`config.mk`:
```
export PLATFORM = sky130hd
export DESIGN_NAME = card_hand
export DESIGN_NICKNAME = d
export VERILOG_FILES = /design/src/rtl/card_hand.sv
export SDC_FILE = /design/constraint.sdc
export NUM_CORES = 1
export LEC_CHECK = 0
export ABC_CLOCK_PERIOD_IN_PS = 5500
export CAP_MARGIN = 10
export CORE_AREA = 4 4 96 166
export CTS_CLUSTER_DIAMETER = 100
export CTS_CLUSTER_SIZE = 8
export DETAILED_ROUTE_END_ITERATION = 16
export DIE_AREA = 0 0 100 170
export DONT_BUFFER_PORTS = 1
export GPL_ROUTABILITY_DRIVEN = 0
export PLACE_DENSITY_LB_ADDON = 0.2
export SYNTH_ARGS = -nofsm -noshare
export SYNTH_HDL_FRONTEND = slang
export SYNTH_SLANG_ARGS = --single-unit
```
`constraint.sdc`:
```
create_clock -name clk_i -period 5.5 [get_ports clk_i]
set_clock_uncertainty 0.05 [all_clocks]
set_input_delay 1.1 -clock clk_i [delete_from_list [all_inputs] [get_ports clk_i]]
set_output_delay 1.1 -clock clk_i [all_outputs]
set_load 0.01 [all_outputs]
```
`src/rtl/card_hand.sv`:
```
// card_hand: draws a dealt row of up to MAX_CARDS runtime-loaded cards over the VGA stream.
// Latency: hand_out lags hand_in by 3 clocks on every field; a load shows on card_count_o the next clock.
// Backpressure: card_ready_o drops while the hand is full or a clear is waiting for the next frame boundary.
module card_hand #(
   parameter int          HAND_XPOS    = 20,
   parameter int          HAND_YPOS    = 30,
   parameter int          MAX_CARDS    = 6,
   parameter int          CARD_WIDTH   = 64,
   parameter int          CARD_HEIGHT  = 96,
   parameter int          CARD_SPACING = 48,
   parameter logic [11:0] BACK_RGB     = 12'h236,
   localparam int         CNT_W        = $clog2(MAX_CARDS + 1)
) (
   input  logic             clk_i,
   input  logic             rst_i,
   // stream from the previous stage
   input  logic [10:0]      hand_in_vcount_i,
   input  logic             hand_in_vsync_i,
   input  logic             hand_in_vblnk_i,
   input  logic [10:0]      hand_in_hcount_i,
   input  logic             hand_in_hsync_i,
   input  logic             hand_in_hblnk_i,
   input  logic [11:0]      hand_in_rgb_i,
   // stream to the next stage
   output logic [10:0]      hand_out_vcount_o,
   output logic             hand_out_vsync_o,
   output logic             hand_out_vblnk_o,
   output logic [10:0]      hand_out_hcount_o,
   output logic             hand_out_hsync_o,
   output logic             hand_out_hblnk_o,
   output logic [11:0]      hand_out_rgb_o,
   // card load port
   input  logic             card_valid_i,
   output logic             card_ready_o,
   input  logic [3:0]       card_number_i,
   input  logic [1:0]       card_symbol_i,
   input  logic             card_face_up_i,
   input  logic             hand_clear_i,
   input  logic             reveal_all_i,
   output logic [CNT_W-1:0] card_count_o,
   output logic             hand_full_o,
   // shared card image ROM (one clock read latency)
   output logic [12:0]      rom_addr_o,
   output logic [3:0]       rom_number_o,
   output logic [1:0]       rom_symbol_o,
   input  logic [11:0]      rom_rgb_i
);

   typedef struct packed {
      logic [10:0] vcount;
      logic        vsync;
      logic        vblnk;
      logic [10:0] hcount;
      logic        hsync;
      logic        hblnk;
      logic [11:0] rgb;
   } vga_t;

   // left edge of slot i
   function automatic int slot_x(input int i);
      return HAND_XPOS + i * CARD_SPACING;
   endfunction

   vga_t             in_s, d1_q, d2_q, out_q;
   logic [CNT_W-1:0] count_q, shown_q;
   logic             clear_pend_q;
   logic             vblnk_prev_q;
   logic [3:0]       num_q [MAX_CARDS];
   logic [1:0]       sym_q [MAX_CARDS];
   logic [MAX_CARDS-1:0] up_q;

   logic             frame_edge;
   logic             accept;
   logic             y_in;
   logic             hit_d, up_d;
   logic [3:0]       num_d;
   logic [1:0]       sym_d;
   int               xl_d;
   logic [12:0]      addr_d;
   logic             hit1_q, face1_q, hit2_q, face2_q;

   assign in_s = {hand_in_vcount_i, hand_in_vsync_i, hand_in_vblnk_i,
                  hand_in_hcount_i, hand_in_hsync_i, hand_in_hblnk_i, hand_in_rgb_i};

   assign frame_edge   = hand_in_vblnk_i && !vblnk_prev_q;
   assign card_ready_o = (count_q < CNT_W'(MAX_CARDS)) && !clear_pend_q;
   assign accept       = card_valid_i && card_ready_o && !hand_clear_i;
   assign card_count_o = count_q;
   assign hand_full_o  = (count_q == CNT_W'(MAX_CARDS));

   // Hand bookkeeping: loads, clear, reveal, and latching the drawn count at the frame boundary.
   always_ff @(posedge clk_i) begin
      if (rst_i) begin
         count_q      <= '0;
         shown_q      <= '0;
         clear_pend_q <= 1'b0;
         vblnk_prev_q <= 1'b0;
         up_q         <= '0;
         for (int i = 0; i < MAX_CARDS; i++) begin
            num_q[i] <= '0;
            sym_q[i] <= '0;
         end
      end else begin
         vblnk_prev_q <= hand_in_vblnk_i;
         // count_q here is the pre-clear value, so a coincident clear still shows the old hand this frame
         if (frame_edge) begin
            shown_q      <= count_q;
            clear_pend_q <= 1'b0;
         end
         // a clear overrides both the load and a coincident frame-boundary release
         if (hand_clear_i) begin
            count_q      <= '0;
            clear_pend_q <= 1'b1;
         end else if (accept) begin
            count_q <= count_q + CNT_W'(1);
         end
         if (reveal_all_i) begin
            up_q <= '1;
         end
         for (int i = 0; i < MAX_CARDS; i++) begin
            if (accept && (count_q == CNT_W'(i))) begin
               num_q[i] <= card_number_i;
               sym_q[i] <= card_symbol_i;
               up_q[i]  <= card_face_up_i || reveal_all_i;
            end
         end
      end
   end

   // Hit test over the shown slots; the highest index wins so later cards sit on top.
   always_comb begin
      hit_d  = 1'b0;
      up_d   = 1'b0;
      num_d  = '0;
      sym_d  = '0;
      xl_d   = 0;
      addr_d = '0;
      y_in   = (int'(in_s.vcount) >= HAND_YPOS) &&
               (int'(in_s.vcount) <  HAND_YPOS + CARD_HEIGHT);
      for (int i = 0; i < MAX_CARDS; i++) begin
         if ((CNT_W'(i) < shown_q) && y_in &&
             (int'(in_s.hcount) >= slot_x(i)) &&
             (int'(in_s.hcount) <  slot_x(i) + CARD_WIDTH)) begin
            hit_d = 1'b1;
            up_d  = up_q[i];
            num_d = num_q[i];
            sym_d = sym_q[i];
            xl_d  = slot_x(i);
         end
      end
      if (hit_d) begin
         addr_d = 13'((int'(in_s.vcount) - HAND_YPOS) * CARD_WIDTH + (int'(in_s.hcount) - xl_d));
      end
   end

   // Stage 1: register timing, hit info and the ROM request.
   always_ff @(posedge clk_i) begin
      if (rst_i) begin
         d1_q         <= '0;
         hit1_q       <= 1'b0;
         face1_q      <= 1'b0;
         rom_addr_o   <= '0;
         rom_number_o <= '0;
         rom_symbol_o <= '0;
      end else begin
         d1_q         <= in_s;
         hit1_q       <= hit_d;
         face1_q      <= up_d && (num_d >= 4'd1) && (num_d <= 4'd13);
         rom_addr_o   <= addr_d;
         rom_number_o <= num_d;
         rom_symbol_o <= sym_d;
      end
   end

   // Stage 2: wait out the ROM read latency.
   always_ff @(posedge clk_i) begin
      if (rst_i) begin
         d2_q    <= '0;
         hit2_q  <= 1'b0;
         face2_q <= 1'b0;
      end else begin
         d2_q    <= d1_q;
         hit2_q  <= hit1_q;
         face2_q <= face1_q;
      end
   end

   // Stage 3: choose background, card face or card back and register the output stream.
   always_ff @(posedge clk_i) begin
      if (rst_i) begin
         out_q <= '0;
      end else begin
         out_q <= d2_q;
         if (hit2_q && !d2_q.hblnk && !d2_q.vblnk) begin
            out_q.rgb <= face2_q ? rom_rgb_i : BACK_RGB;
         end
      end
   end

   assign hand_out_vcount_o = out_q.vcount;
   assign hand_out_vsync_o  = out_q.vsync;
   assign hand_out_vblnk_o  = out_q.vblnk;
   assign hand_out_hcount_o = out_q.hcount;
   assign hand_out_hsync_o  = out_q.hsync;
   assign hand_out_hblnk_o  = out_q.hblnk;
   assign hand_out_rgb_o    = out_q.rgb;

endmodule

```
==> flow_metrics.py, run 1 <==
metrics = {
    "yosys": {
        "synth_cells": 679,
        "yosysSeqAreaShare": 0.5701,
        "synthTopCellsByArea": "dfxtp_1, edfxtp_1, nor2b_1, ha_1, nor2_1",
        "synth_edf_count": 36,
        "avgSynthCellArea_um2": 10.55,
        "ys_seq_elements": 186,
        "synth_nets": 766,
        "async_reset_ff_frac": 0,
        "synth_top_cell_area_share": 0.4192,
        "synthFlopType": "dfxtp_1",
        "yosys_warnings": 0,
        "yosys.area.top_type": "dfxtp_1",
        "syn_area_um2": 7163,
        "synthDistinctLibCells": 56,
    },
    "global_routing": {
        "grt_use_met1": 0.1722,
        "grt_pass1_vias": 4600,
        "antenna_found_initial": 0,
        "grtUsageMet3": 0.04143,
        "grt_use_total": 0.1779,
        "grt-busiest-layer": "met2",
        "grt_pass1_wl_um": 23200,
        "gr-total-overflow": 0,
        "met2_usage": 0.3292,
        "grt_max_degree": 148,
    },
    "final_layout": {
        "final_cell_mix": "dfxtp_1, nor2b_1, nor2_1, nand2_1, edfxtp_1",
        "diodes": 0,
        "layout_commonest_cell": "dfxtp_1",
        "n_fill_cell": 1288,
        "final_layout_size_suffix_gt1_frac": 0.08017,
        "nNetsFinal": 760,
        "syn_to_final_growth_pct": 10.36,
        "multi_input_area_um2": 2859,
        "fin_area_um2": 7905,
        "regArea_um2": 4084,
    },
    "routing": {
        "drc": 0,
        "wirelength_um": 14890,
        "drt_iter0_drc": 183,
        "via_per_inst": 5.269,
        "drt_pass1_iterations": 4,
        "antenna_left": 0,
        "vias": 4579,
        "wl_per_cell_um": 17.13,
    },
    "clocking": {
        "htreeDepth": 4,
        "cts-buffers-inserted": 17,
        "cts.clk_slew.worst_paths_ns": 0.07,
        "postCtsResizedCells": 0,
        "clockRootBuffer": "clkbuf_16",
        "clockBufferDepth": 2,
        "clock-sinks": 186,
        "cts_hold_buffers": 0,
        "post-cts-setup-buffer-count": 0,
        "clk_latency_ns": 0.42,
        "cts_tree": "yes",
    },
    "worst_setup_path": {
        "cp-end-kind": "flop",
        "cp.arrival_ns": 4.77,
        "crit_chain": "ha_1, nand3_2, o211ai_1, nor2b_1, nand3_1, nand2_1, nor2_1, ha_1, ha_1, o21a_1, o21ai_0, nand2_1, and2_1, o21ai_0, a21oi_1, o41ai_1, xor2_1, nor2_1",
        "critPathSlowestCell": "nor2b_1",
        "required_ns": 5.76,
        "cpMostUsedCell": "ha_1",
        "crit_path_start_kind": "input port",
        "critical_path.max_fanout": 10,
        "slowest_delay_ns": 0.47,
        "critical_path_class": "in2reg",
    },
    "floorplan": {
        "die_height_um": 170,
        "initial_core_util": 0.4876,
        "core-area_um2": 14690,
        "ios": 124,
        "die_area_um2": 17000,
        "die_w_um": 100,
        "num_rows": 59,
    },
    "sta": {
        "worst_pin_slew_ns": 0.4995,
        "finalHoldWorstSlack_ns": 0.3831,
        "rsz0062_at_grt": "no",
        "max_slew_margin": 0.6666,
        "hold_violations": 0,
        "period_share": 0.8213,
        "setup_viol": 0,
        "tns_ns": 0,
        "fmax_mhz": 221.4,
        "period_needed_ns": 4.517,
        "slew_violations": 0,
    },
    "job": {
        "max_cap_violations": 0,
    },
    "placed_design": {
        "io_buffers": 0,
        "placed_cell_area_um2": 7303,
        "dpl.hpwl_um": 11090,
    },
    "pwr": {
        "irDropWorstVdd_mv": 0.1838,
        "p_per_area_nw_per_um2": 355.8,
        "p_leak_nw": 3.175,
    },
    "run_status": {
        "outcome": "finished clean",
    },
    "min_path": {
        "hp-class": "reg2reg",
    },
}
## worst max-delay path, delay by kind of cell
kind	cells	cell delay [ns]
simple gates	8	1.58
compound gates	6	1.22
fa+ha+maj	3	0.69
xor+xnor	1	0.18
## kinds of logic after synthesis
group | count (synthesis) | synth area share
and+or+nand+nor | 306 | 0.2447
DFF | 186 | 0.5701
AOI/OAI and AO/OA | 80 | 0.07249
buffers and inverters | 55 | 0.03074
adders and majority gates | 25 | 0.04681
xor gates and xnor gates | 16 | 0.01956
muxes | 11 | 0.01555
## Yosys cell counts, types with 10 or more instances
library cell and count:
and3_1 23, inv_1 25, xnor2_1 11, ha_1 22, nor2_1 51, mux2i_1 10
nor2b_1 103, nand3_1 14, dfxtp_1 150, a21oi_1 28, nand2_1 38, o21ai_0 18
nor3_1 18, edfxtp_1 36, and2_1 24, clkbuf_1 21
## registers in the layout (all words and copies together), names as in the netlist, 4 cells and up
signal / count
hand_out_rgb_o: 12
rom_number_o: 4
hand_out_vcount_o: 11
d2_q: 38
sym_q: 12
rom_addr_o: 13
num_q: 24
up_q: 6
d1_q: 38
hand_out_hcount_o: 11
## final cells by class
| cell class | instances | share of cell area |
|---|---|---|
| clock buffers | 18 | 0.05556 |
| inverters | 25 | 0.01187 |
| well taps | 183 | 0.02896 |
| clock inverters | 14 | 0.02058 |
| multi-input cells | 438 | 0.3617 |
| flip-flops and latches | 186 | 0.5166 |
| repair buffers | 5 | 0.004748 |
## stage by stage
stage	total power [mW]	worst slack (ns)	util	instances
global placement	1.632	0.7118	0.4971	837
detailed placement	1.638	0.5634	0.4971	837
finish	2.812	0.9826	0.5381	869
floorplan	1.622	1.191	-	679
global route	2.927	0.6533	0.5381	869
CTS	2.848	1.016	0.5381	869
## worst paths after layout
kind | end | startpoint | slack [ns] | cells after the start
setup / recovery | rom_addr_o[11]$_SDFF_PP0_ | hand_in_vcount_i[1] | 0.98 | 18
hold / removal | d2_q[8]$_SDFF_PP0_ | d1_q[8]$_SDFF_PP0_ | 0.38 | 1
hold reg to reg | d2_q[8]$_SDFF_PP0_ | d1_q[8]$_SDFF_PP0_ | 0.38 | 1
setup reg to reg | rom_addr_o[12]$_SDFF_PP0_ | shown_q[2]$_SDFFE_PP0P_ | 1.82 | 17
## power by group
part	switching [mW]	internal [mW]	total, mW
Combinational	0.0782	0.0731	0.151
Sequential	0.0191	1.44	1.45
Clock	0.578	0.629	1.21
Total	0.675	2.14	2.81
## layer usage
layer / share of wire / routed length [µm] / up-vias
met4: 0.055 / 819 / 0
met2: 0.55 / 8182 / 133
met5: 0 / 0 / -
met1: 0.34 / 5082 / 2114
met3: 0.054 / 805 / 48
li1: - / - / 2284
No activity file was read; power rests on OpenSTA's default activity.
==> inputs of run 2 (changes only) <==
ABC_CLOCK_PERIOD_IN_PS = 3800   (was 5500)
clock period = 3.8 ns   (was 5.5 ns; I/O delays follow)
==> run 2 against run 1 <==
Wire length increased by 3.8%. First-iteration DRC count increased by 37%. Critical endpoint is now rom_addr_o[12]$_SDFF_PP0_. Worst setup slack got worse by 0.69 ns. Global-route usage increased by 0.52 points. Critical path type unchanged. Register-to-register slack got worse by 1.3 ns. Clock power increased by 50%. Via count increased by 4.6%. Flip-flop and latch count unchanged. Hold slack got worse by 0.038 ns. Total power increased by 48%. Core utilization increased by 1.8 points. Largest power group unchanged.
==> flow_metrics.py, run 2 (synthesized netlist as in run 1, its figures left out) <==
metrics = {
    "floorplan": {
        "num_rows": 59,
        "core-area_um2": 14690,
        "die_w_um": 100,
        "die_area_um2": 17000,
        "ios": 124,
        "initial_core_util": 0.4876,
        "die_height_um": 170,
    },
    "routing": {
        "wirelength_um": 15460,
        "antenna_left": 0,
        "via_per_inst": 5.335,
        "drt_iter0_drc": 251,
        "drt_pass1_iterations": 4,
        "vias": 4791,
        "wl_per_cell_um": 17.22,
        "drc": 0,
    },
    "sta": {
        "worst_pin_slew_ns": 0.5277,
        "finalHoldWorstSlack_ns": 0.3452,
        "setup_viol": 0,
        "tns_ns": 0,
        "period_needed_ns": 3.508,
        "hold_violations": 0,
        "max_slew_margin": 0.6477,
        "rsz0062_at_grt": "no",
        "slew_violations": 0,
        "fmax_mhz": 285.0,
        "period_share": 0.9233,
    },
    "final_layout": {
        "top_regs": "d1_q x38, d2_q x38, num_q x24",
        "nNetsFinal": 788,
        "layout_commonest_cell": "dfxtp_1",
        "syn_to_final_growth_pct": 14.03,
        "final_layout_size_suffix_gt1_frac": 0.1218,
        "multi_input_area_um2": 2890,
        "finalNonFillerCells": 898,
        "final_cell_mix": "dfxtp_1, nor2b_1, nor2_1, nand2_1, edfxtp_1",
        "regArea_um2": 4084,
        "n_fill_cell": 1324,
    },
    "worst_setup_path": {
        "worstRegToRegCells": 14,
        "slowest_delay_ns": 0.49,
        "critical_path.max_fanout": 7,
        "required_ns": 4.06,
        "crit_chain": "nor4_4, o211ai_2, nor2b_1, buf_4, and3_1, nor2_1, nor2_1, o21ai_1, fa_1, ha_4, buf_4, a31oi_2, o21ai_1, nor4_1, nor3_1, xnor2_1, nor2_1",
        "critPathSlowestCell": "fa_1",
        "cpMostUsedCell": "nor2_1",
        "cp.arrival_ns": 3.77,
        "critical_path_class": "in2reg",
        "cp-end-kind": "flop",
        "crit_path_start_kind": "input port",
    },
    "clocking": {
        "cts_hold_buffers": 0,
        "clockRootBuffer": "clkbuf_16",
        "cts.clk_slew.worst_paths_ns": 0.08,
        "htreeDepth": 4,
        "clock-sinks": 186,
        "clk_latency_ns": 0.42,
        "cts_tree": "yes",
        "cts-buffers-inserted": 17,
        "clockBufferDepth": 2,
    },
    "global_routing": {
        "gr-total-overflow": 0,
        "grt_max_degree": 148,
        "grt_pass1_wl_um": 24030,
        "antenna_found_initial": 0,
        "grt_use_total": 0.1831,
        "grt_pass1_vias": 4867,
    },
    "placed_design": {
        "dp.cells": 864,
        "io_buffers": 0,
        "dpl.hpwl_um": 11520,
    },
    "min_path": {
        "hp-class": "in2reg",
        "hold_depth": 1,
    },
    "pwr": {
        "p_per_area_nw_per_um2": 509.7,
        "irDropWorstVdd_mv": 0.2832,
        "p_leak_nw": 3.325,
    },
    "job": {
        "max_cap_violations": 0,
    },
    "run_status": {
        "outcome": "finished clean",
    },
}
run 2: cell count changes in the layout (fill, tap and decap cells not counted), sizes merged:
cell,before,now
inv,35,34
clkbuf,18,19
buf,5,33
diode,0,1
run 2: final cells by class:
cell class	instances	area share
flip-flops and latches	186	0.5000
multi-input cells	438	0.3539
clock buffers	19	0.05683
repair buffers	33	0.03033
well taps	183	0.02803
clock inverters	13	0.01915
inverters	25	0.01149
diodes	1	0.0003064
run 2: where the power goes:
| group | switching, mW | internal, mW | total, mW |
|---|---|---|---|
| sequential | 0.0268 | 2.08 | 2.10 |
| clock | 0.865 | 0.950 | 1.82 |
| combinational | 0.121 | 0.124 | 0.245 |
run 2: timing repair:
action | CTS | global route
resized for setup | 0 | 2
endpoints found under the hold margin | 0 | 0
buffers inserted | 0 | 1
endpoints found under the setup margin | 0 | 2
run 2: metal layers:
layer  GRT usage  routed length (µm)  up-vias
met2      0.3559                8755      136
met3     0.05127                 810       42
met4      0.1003                 635        0
li1            -                   -     2329
met5           0                   0        -
met1      0.1647                5260     2284
run 2: worst max-delay path, delay by kind of cell:
kind	cells	cell delay (ns)
fa+ha+maj	2	0.78
simple gates	8	1.24
buf+inv	2	0.27
compound gates	4	0.56
xor+xnor	1	0.15
run 2: metrics by stage:
| stage | power [mW] | instance area [µm²] | util | setup WS [ns] |
|---|---|---|---|---|
| 6_report | 4.163 | 8168 | 0.5560 | 0.2915 |
| 5_1_grt | 4.322 | 8165 | 0.5558 | 0.003518 |
| 4_1_cts | 4.202 | 8152 | 0.5549 | 0.1513 |
| 3_5_place_dp | 2.395 | 7531 | 0.5126 | -0.2974 |
| 3_3_place_gp | 2.386 | 7531 | 0.5126 | -0.2406 |
| 2_1_floorplan | 2.355 | 7192 | - | -0.008127 |
run 2: final timing paths:
kind                           start                           end  slack (ns)
max             hand_in_vcount_i[10]     rom_addr_o[12]$_SDFF_PP0_        0.29
min                     hand_clear_i  card_count_o[0]$_SDFFE_PP0P_        0.35
max reg2reg  shown_q[2]$_SDFFE_PP0P_     rom_addr_o[12]$_SDFF_PP0_        0.54
min reg2reg       d1_q[2]$_SDFF_PP0_            d2_q[2]$_SDFF_PP0_        0.38
